`config.mk`:
```
export PLATFORM = sky130hd
export DESIGN_NAME = ctrl_pipe_unit_flat
export DESIGN_NICKNAME = d
export VERILOG_FILES = /design/src/rtl/ctrl_pipe_unit_if.sv /design/src/rtl/ctrl_pipe_unit.sv /design/src/flat_wrapper.sv
export SDC_FILE = /design/constraint.sdc
export NUM_CORES = 1
export LEC_CHECK = 0
export ABC_AREA = 1
export BUFFER_PORTS_ARGS = -buffer_cell sky130_fd_sc_hd__buf_2
export CORE_UTILIZATION = 53
export CTS_BUF_LIST = sky130_fd_sc_hd__clkbuf_8
export DETAILED_ROUTE_END_ITERATION = 8
export PLACE_DENSITY_LB_ADDON = 0.25
export SYNTH_ARGS = -nofsm -noshare
export SYNTH_HDL_FRONTEND = slang
export SYNTH_SLANG_ARGS = --single-unit
```
`constraint.sdc`:
```
create_clock -name clk -period 3.2 [get_ports clk]
set_clock_uncertainty 0.2 [all_clocks]
set_input_delay 0.48 -clock clk [delete_from_list [all_inputs] [get_ports clk]]
set_output_delay 0.48 -clock clk [all_outputs]
set_load 0.01 [all_outputs]
```
`src/rtl/ctrl_pipe_unit_if.sv`:
```
// Control-pipeline bus: ID-stage inputs, flush, and the per-stage control outputs.
// Parameters must match those given to ctrl_pipe_unit.
interface ctrl_pipe_unit_if #(
    parameter int ALUOP_W    = 2,
    parameter int REG_ADDR_W = 5
);
    logic                  id_valid_i;
    logic [6:0]            opcode_id_i;
    logic [REG_ADDR_W-1:0] rs1_id_i;
    logic [REG_ADDR_W-1:0] rs2_id_i;
    logic [REG_ADDR_W-1:0] rd_id_i;
    logic                  flush_i;
    logic                  stall_o;
    logic [ALUOP_W-1:0]    ex_aluop_o;
    logic                  ex_alusrc_o;
    logic [REG_ADDR_W-1:0] ex_rd_o;
    logic                  mem_branch_o;
    logic                  mem_memread_o;
    logic                  mem_memwrite_o;
    logic [REG_ADDR_W-1:0] mem_rd_o;
    logic [REG_ADDR_W-1:0] wb_rd_o;
    logic                  mem_regwrite_o;
    logic                  wb_regwrite_o;
    logic                  wb_memtoreg_o;
    logic                  wb_valid_o;
    logic                  wb_illegal_o;
    logic                  illegal_sticky_o;

    modport master (
        output id_valid_i, opcode_id_i, rs1_id_i, rs2_id_i, rd_id_i, flush_i,
        input  stall_o, ex_aluop_o, ex_alusrc_o, ex_rd_o,
               mem_branch_o, mem_memread_o, mem_memwrite_o, mem_rd_o, wb_rd_o,
               mem_regwrite_o, wb_regwrite_o, wb_memtoreg_o, wb_valid_o,
               wb_illegal_o, illegal_sticky_o
    );

    modport slave (
        input  id_valid_i, opcode_id_i, rs1_id_i, rs2_id_i, rd_id_i, flush_i,
        output stall_o, ex_aluop_o, ex_alusrc_o, ex_rd_o,
               mem_branch_o, mem_memread_o, mem_memwrite_o, mem_rd_o, wb_rd_o,
               mem_regwrite_o, wb_regwrite_o, wb_memtoreg_o, wb_valid_o,
               wb_illegal_o, illegal_sticky_o
    );
endinterface

```
`src/rtl/ctrl_pipe_unit.sv`:
```
// Pipelined main control: ID decode, load-use stall, ID/EX, EX/MEM, MEM/WB control registers.
// Optional macro ILLEGAL_OP_EN carries an illegal-opcode flag to WB with a sticky flag.
module ctrl_pipe_unit #(
    parameter int ALUOP_W        = 2,
    parameter int REG_ADDR_W     = 5,
    parameter int LOAD_USE_STALL = 1
) (
    input logic             clk,
    input logic             rst_n,
    ctrl_pipe_unit_if.slave bus
);
    typedef struct packed {
        logic [ALUOP_W-1:0]    aluop;
        logic                  alusrc;
        logic                  branch;
        logic                  memread;
        logic                  memwrite;
        logic                  regwrite;
        logic                  memtoreg;
        logic [REG_ADDR_W-1:0] rd;
        logic                  valid;
    } ex_ctrl_t;

    typedef struct packed {
        logic                  branch;
        logic                  memread;
        logic                  memwrite;
        logic                  regwrite;
        logic                  memtoreg;
        logic [REG_ADDR_W-1:0] rd;
        logic                  valid;
    } mem_ctrl_t;

    typedef struct packed {
        logic                  regwrite;
        logic                  memtoreg;
        logic [REG_ADDR_W-1:0] rd;
        logic                  valid;
    } wb_ctrl_t;

    ex_ctrl_t  dec;
    ex_ctrl_t  id_ex_next;
    ex_ctrl_t  ex_q;
    mem_ctrl_t mem_q;
    wb_ctrl_t  wb_q;
    logic      use_rs1;
    logic      use_rs2;
    logic      ex_hit;
    logic      stall;
    logic      load_ex;
`ifdef ILLEGAL_OP_EN
    logic      id_illegal;
`endif

    always_comb begin
        dec     = '0;
        use_rs1 = 1'b0;
        use_rs2 = 1'b0;
`ifdef ILLEGAL_OP_EN
        id_illegal = 1'b0;
`endif
        case (bus.opcode_id_i)
            7'b0110011: begin
                dec.aluop    = ALUOP_W'(2'b10);
                dec.regwrite = 1'b1;
                use_rs1      = 1'b1;
                use_rs2      = 1'b1;
            end
            7'b0010011: begin
                dec.aluop    = ALUOP_W'(2'b11);
                dec.alusrc   = 1'b1;
                dec.regwrite = 1'b1;
                use_rs1      = 1'b1;
            end
            7'b0000011: begin
                dec.alusrc   = 1'b1;
                dec.memread  = 1'b1;
                dec.regwrite = 1'b1;
                dec.memtoreg = 1'b1;
                use_rs1      = 1'b1;
            end
            7'b0100011: begin
                dec.alusrc   = 1'b1;
                dec.memwrite = 1'b1;
                use_rs1      = 1'b1;
                use_rs2      = 1'b1;
            end
            7'b1100011: begin
                dec.aluop  = ALUOP_W'(2'b01);
                dec.branch = 1'b1;
                use_rs1    = 1'b1;
                use_rs2    = 1'b1;
            end
            default: begin
`ifdef ILLEGAL_OP_EN
                id_illegal = 1'b1;
`endif
            end
        endcase
        // Undefined opcodes still occupy a slot (valid=1) but have no side effects.
        dec.valid = 1'b1;
        dec.rd    = dec.regwrite ? bus.rd_id_i : '0;
    end

    // Load-use: the load in EX cannot forward its data in time for an ID consumer.
    always_comb begin
        ex_hit = ex_q.valid & ex_q.memread & (ex_q.rd != '0) &
                 ((use_rs1 & (ex_q.rd == bus.rs1_id_i)) |
                  (use_rs2 & (ex_q.rd == bus.rs2_id_i)));
        stall   = (LOAD_USE_STALL != 0) & bus.id_valid_i & ~bus.flush_i & ex_hit;
        load_ex = bus.id_valid_i & ~bus.flush_i & ~stall;
        id_ex_next = load_ex ? dec : '0;
    end

    always_ff @(posedge clk or negedge rst_n) begin
        if (!rst_n) begin
            ex_q  <= '0;
            mem_q <= '0;
            wb_q  <= '0;
        end else begin
            ex_q <= id_ex_next;
            if (bus.flush_i) begin
                mem_q <= '0;
            end else begin
                mem_q <= '{branch:   ex_q.branch,
                           memread:  ex_q.memread,
                           memwrite: ex_q.memwrite,
                           regwrite: ex_q.regwrite,
                           memtoreg: ex_q.memtoreg,
                           rd:       ex_q.rd,
                           valid:    ex_q.valid};
            end
            wb_q <= '{regwrite: mem_q.regwrite,
                      memtoreg: mem_q.memtoreg,
                      rd:       mem_q.rd,
                      valid:    mem_q.valid};
        end
    end

`ifdef ILLEGAL_OP_EN
    logic ex_ill;
    logic mem_ill;
    logic wb_ill;
    logic sticky_q;

    always_ff @(posedge clk or negedge rst_n) begin
        if (!rst_n) begin
            ex_ill   <= 1'b0;
            mem_ill  <= 1'b0;
            wb_ill   <= 1'b0;
            sticky_q <= 1'b0;
        end else begin
            ex_ill   <= load_ex & id_illegal;
            mem_ill  <= ~bus.flush_i & ex_ill;
            wb_ill   <= mem_ill;
            sticky_q <= sticky_q | wb_ill;
        end
    end

    assign bus.wb_illegal_o     = wb_ill;
    assign bus.illegal_sticky_o = sticky_q | wb_ill;
`else
    assign bus.wb_illegal_o     = 1'b0;
    assign bus.illegal_sticky_o = 1'b0;
`endif

    assign bus.stall_o        = stall;
    assign bus.ex_aluop_o     = ex_q.aluop;
    assign bus.ex_alusrc_o    = ex_q.alusrc;
    assign bus.ex_rd_o        = ex_q.rd;
    assign bus.mem_branch_o   = mem_q.branch;
    assign bus.mem_memread_o  = mem_q.memread;
    assign bus.mem_memwrite_o = mem_q.memwrite;
    assign bus.mem_rd_o       = mem_q.rd;
    assign bus.mem_regwrite_o = mem_q.regwrite;
    assign bus.wb_rd_o        = wb_q.rd;
    assign bus.wb_regwrite_o  = wb_q.regwrite;
    assign bus.wb_memtoreg_o  = wb_q.memtoreg;
    assign bus.wb_valid_o     = wb_q.valid;
endmodule

```
`src/flat_wrapper.sv`:
```
// flat-port wrapper written by rule: the top's interface ports become plain ports
module ctrl_pipe_unit_flat 
#(
    parameter int ALUOP_W        = 2,
    parameter int REG_ADDR_W     = 5,
    parameter int LOAD_USE_STALL = 1
)
  (clk, rst_n, bus_id_valid_i, bus_opcode_id_i, bus_rs1_id_i, bus_rs2_id_i, bus_rd_id_i, bus_flush_i, bus_stall_o, bus_ex_aluop_o, bus_ex_alusrc_o, bus_ex_rd_o, bus_mem_branch_o, bus_mem_memread_o, bus_mem_memwrite_o, bus_mem_rd_o, bus_wb_rd_o, bus_mem_regwrite_o, bus_wb_regwrite_o, bus_wb_memtoreg_o, bus_wb_valid_o, bus_wb_illegal_o, bus_illegal_sticky_o);
  ctrl_pipe_unit_if #(.ALUOP_W(ALUOP_W), .REG_ADDR_W(REG_ADDR_W)) bus_i ();
  input logic clk;
  input logic rst_n;
  input wire logic [$bits(bus_i.id_valid_i)-1:0] bus_id_valid_i;
  input wire logic [$bits(bus_i.opcode_id_i)-1:0] bus_opcode_id_i;
  input wire logic [$bits(bus_i.rs1_id_i)-1:0] bus_rs1_id_i;
  input wire logic [$bits(bus_i.rs2_id_i)-1:0] bus_rs2_id_i;
  input wire logic [$bits(bus_i.rd_id_i)-1:0] bus_rd_id_i;
  input wire logic [$bits(bus_i.flush_i)-1:0] bus_flush_i;
  output wire logic [$bits(bus_i.stall_o)-1:0] bus_stall_o;
  output wire logic [$bits(bus_i.ex_aluop_o)-1:0] bus_ex_aluop_o;
  output wire logic [$bits(bus_i.ex_alusrc_o)-1:0] bus_ex_alusrc_o;
  output wire logic [$bits(bus_i.ex_rd_o)-1:0] bus_ex_rd_o;
  output wire logic [$bits(bus_i.mem_branch_o)-1:0] bus_mem_branch_o;
  output wire logic [$bits(bus_i.mem_memread_o)-1:0] bus_mem_memread_o;
  output wire logic [$bits(bus_i.mem_memwrite_o)-1:0] bus_mem_memwrite_o;
  output wire logic [$bits(bus_i.mem_rd_o)-1:0] bus_mem_rd_o;
  output wire logic [$bits(bus_i.wb_rd_o)-1:0] bus_wb_rd_o;
  output wire logic [$bits(bus_i.mem_regwrite_o)-1:0] bus_mem_regwrite_o;
  output wire logic [$bits(bus_i.wb_regwrite_o)-1:0] bus_wb_regwrite_o;
  output wire logic [$bits(bus_i.wb_memtoreg_o)-1:0] bus_wb_memtoreg_o;
  output wire logic [$bits(bus_i.wb_valid_o)-1:0] bus_wb_valid_o;
  output wire logic [$bits(bus_i.wb_illegal_o)-1:0] bus_wb_illegal_o;
  output wire logic [$bits(bus_i.illegal_sticky_o)-1:0] bus_illegal_sticky_o;
  assign bus_i.id_valid_i = bus_id_valid_i;
  assign bus_i.opcode_id_i = bus_opcode_id_i;
  assign bus_i.rs1_id_i = bus_rs1_id_i;
  assign bus_i.rs2_id_i = bus_rs2_id_i;
  assign bus_i.rd_id_i = bus_rd_id_i;
  assign bus_i.flush_i = bus_flush_i;
  assign bus_stall_o = bus_i.stall_o;
  assign bus_ex_aluop_o = bus_i.ex_aluop_o;
  assign bus_ex_alusrc_o = bus_i.ex_alusrc_o;
  assign bus_ex_rd_o = bus_i.ex_rd_o;
  assign bus_mem_branch_o = bus_i.mem_branch_o;
  assign bus_mem_memread_o = bus_i.mem_memread_o;
  assign bus_mem_memwrite_o = bus_i.mem_memwrite_o;
  assign bus_mem_rd_o = bus_i.mem_rd_o;
  assign bus_wb_rd_o = bus_i.wb_rd_o;
  assign bus_mem_regwrite_o = bus_i.mem_regwrite_o;
  assign bus_wb_regwrite_o = bus_i.wb_regwrite_o;
  assign bus_wb_memtoreg_o = bus_i.wb_memtoreg_o;
  assign bus_wb_valid_o = bus_i.wb_valid_o;
  assign bus_wb_illegal_o = bus_i.wb_illegal_o;
  assign bus_illegal_sticky_o = bus_i.illegal_sticky_o;
  ctrl_pipe_unit #(.ALUOP_W(ALUOP_W), .REG_ADDR_W(REG_ADDR_W), .LOAD_USE_STALL(LOAD_USE_STALL)) u_core (.clk(clk), .rst_n(rst_n), .bus(bus_i));
endmodule
```
==> flow_summary.yaml <==
outcome:
  outcome: "finished clean"
global_routing:
  grt_pass1_wl_mm: 4.04
  grt_usage: 0.213
  antenna_found_initial: 0
  globalRouteOverflowTotal: 0
  grt_pass1_vias: 962
  grt_max_degree: 32
clock_tree:
  postCtsSetupRepairBufs: 0
  numCtsBuffers: 5
  clock-sinks: 31
  cts_tree: "done"
  cts_hold_buf: 0
  cts_resized: 0
  clk_pin_slew_ns: 0.06
  cts_root_buf: "clkbuf_8"
  h-tree-depth: 2
  clock_latency_ns: 0.27
  cts.path.max_buffers: 2
timing:
  relSlewSlack: 0.578
  finalSetupTns_ns: 0
  min_period_ns: 2.26
  rsz0062_at_grt: "no"
  worst_pin_slew_ns: 0.633
  min_period_over_period: 0.706
  drv_slew: 0
  max_freq_mhz: 443
  setup-violations-final: 0
  hold_violations: 0
place:
  hpwl_mm: 1.75
  place.port_buffers: 51
  gp_congestion: 0.748
worst_setup_path:
  worstSetupStartpointType: "flip-flop"
  critical_path_required_ns: 2.52
  r2r-end: "u_core.ex_q[10]"
  r2r_start: "u_core.bus.ex_rd_o[0]"
  startpoint: "u_core.bus.ex_rd_o[0]"
  critPathArrivalTime_ns: 1.58
  end_kind: "primary output"
  crit_fanout: 4
  endpoint: "bus_stall_o"
  rr_worst_depth: 10
  criticalPathCategory: "reg2out"
  r2r_slack_ns: 1.62
floorplan:
  row_count: 17
  io_pins: 54
  die-area_sq_um: 2770
  initial_utilization: 0.586
  die_w_microns: 52.6
  core-area_sq_um: 2320
  die_h_microns: 52.6
route:
  drc_errors: 0
  dr.first_iter.drc_count: 9
  antenna_left: 0
  drt_first_pass_iters: 4
  vias: 988
  vias_per_cell: 4.55
  routed_wl_mm: 2.29
  avgRoutedWirePerCell_microns: 10.5
yosys:
  syn_avg_cell_area_sq_um: 9.36
  netlist_instances: 145
  yosysSeqAreaShare: 0.571
  synth_area_sq_um: 1360
  ys_types: 20
  synth_seq_cells: 31
  synth_warnings: 0
cells_and_area:
  final_common_cell: "buf_2"
  antennaDiodeCount: 0
  nets: 215
  drive_above_1_share: 0.402
  syn_to_final_growth_pct: 20.1
  mostFrequentLayoutCells: "buf_2, dfrtp_1, nor2_1"
flow_run:
  drv_cap: 0
pwr:
  vdd_ir_drop_max_mv: 0.387
  p_leak_nw: 0.996
  p_per_area_nw_per_um2: 456
  finalPower_mw: 0.743
min_path:
  hold_path.class: "in2async"
Yosys cell counts, drive strengths merged:
cell	count	area [sq um]
inv	24	90.1
nor2	29	124
clkbuf	1	3.75
clkinv	1	3.75
a21oi	3	15.0
xor2	6	52.6
nand3	6	45.0
dfrtp	31	776
buf	14	105
xnor2	1	8.76
nor4	1	6.26
nand2	25	111
nor3	1	5.00
conb	1	3.75
or4	1	7.51
how the worst min path moves through the flow:
stage / start / end / slack, ns / cells after the start
2_1_floorplan: rst_n / u_core.bus.ex_aluop_o[0] / -0.02 / 0
3_5_place_dp: u_core.mem_q[0] / u_core.bus.wb_valid_o / 0.14 / 0
4_1_cts: rst_n / u_core.bus.mem_rd_o[2] / 0.05 / 1
3_3_place_gp: u_core.mem_q[0] / u_core.bus.wb_valid_o / 0.13 / 0
5_1_grt: rst_n / u_core.bus.mem_rd_o[2] / 0.07 / 1
6_report: rst_n / u_core.bus.wb_rd_o[1] / 0.02 / 1
cells by family after synthesis:
logic type | share of synthesized area
flops | 0.571
simple gates | 0.220
compound gates | 0.0111
xor+xnor | 0.0452
buf+inv | 0.149
other cells | 0.00276
state kept, by name (all words and copies together) (netlist names):
signal and flops:
u_core.bus.ex_rd_o 5, u_core.bus.mem_rd_o 5, u_core.bus.wb_rd_o 5, u_core.ex_q 5, u_core.bus.ex_aluop_o 2, u_core.bus.ex_alusrc_o 1
u_core.bus.mem_branch_o 1, u_core.bus.mem_memread_o 1, u_core.bus.mem_memwrite_o 1, u_core.bus.mem_regwrite_o 1, u_core.bus.wb_memtoreg_o 1, u_core.bus.wb_regwrite_o 1
u_core.bus.wb_valid_o 1, u_core.mem_q 1
where the power goes:
| part | switching [mW] | internal, mW |
|---|---|---|
| sequential | 0.000918 | 0.394 |
| clock | 0.130 | 0.168 |
| combinational | 0.0309 | 0.0187 |
cell type report:
class	instances	area, sq um
Clock buffer	6	82.6
Clock inverter	1	5.00
Fill cell	190	688
Inverter	25	93.8
Multi-Input combinational cell	75	383
Sequential cell	31	776
Tap cell	28	35.0
Timing Repair Buffer	51	255
critical path, stage by stage, from the launching register on:
cell     delay [ns]
dfrtp_1        0.41
inv_1          0.11
nand2_1        0.06
nand2_1        0.07
nand2_1        0.05
nor2_1         0.14
nand3_2        0.09
nand2_2        0.09
nand2_4        0.07
nor2_1         0.08
buf_2          0.13
layer usage:
layer / part of all wire / GRT usage
met3: 0.063 / 0.0812
met5: 0 / 0
met2: 0.51 / 0.354
met1: 0.40 / 0.235
met4: 0.020 / 0.105
metrics by stage:
| stage | area (sq um) | utilization | worst slack (ns) | instances | hold slack, ns |
|---|---|---|---|---|---|
| after floorplan | 1360 | - | 1.31 | 146 | -0.0156 |
| final | 1630 | 0.703 | 0.940 | 217 | 0.0191 |
| after CTS | 1630 | 0.703 | 0.915 | 217 | 0.0536 |
| after global routing | 1630 | 0.703 | 0.772 | 217 | 0.0716 |
| after global placement | 1540 | 0.665 | 1.13 | 210 | 0.133 |
| after detailed placement | 1540 | 0.665 | 1.08 | 210 | 0.141 |
No activity file was read; power rests on OpenSTA's default activity.
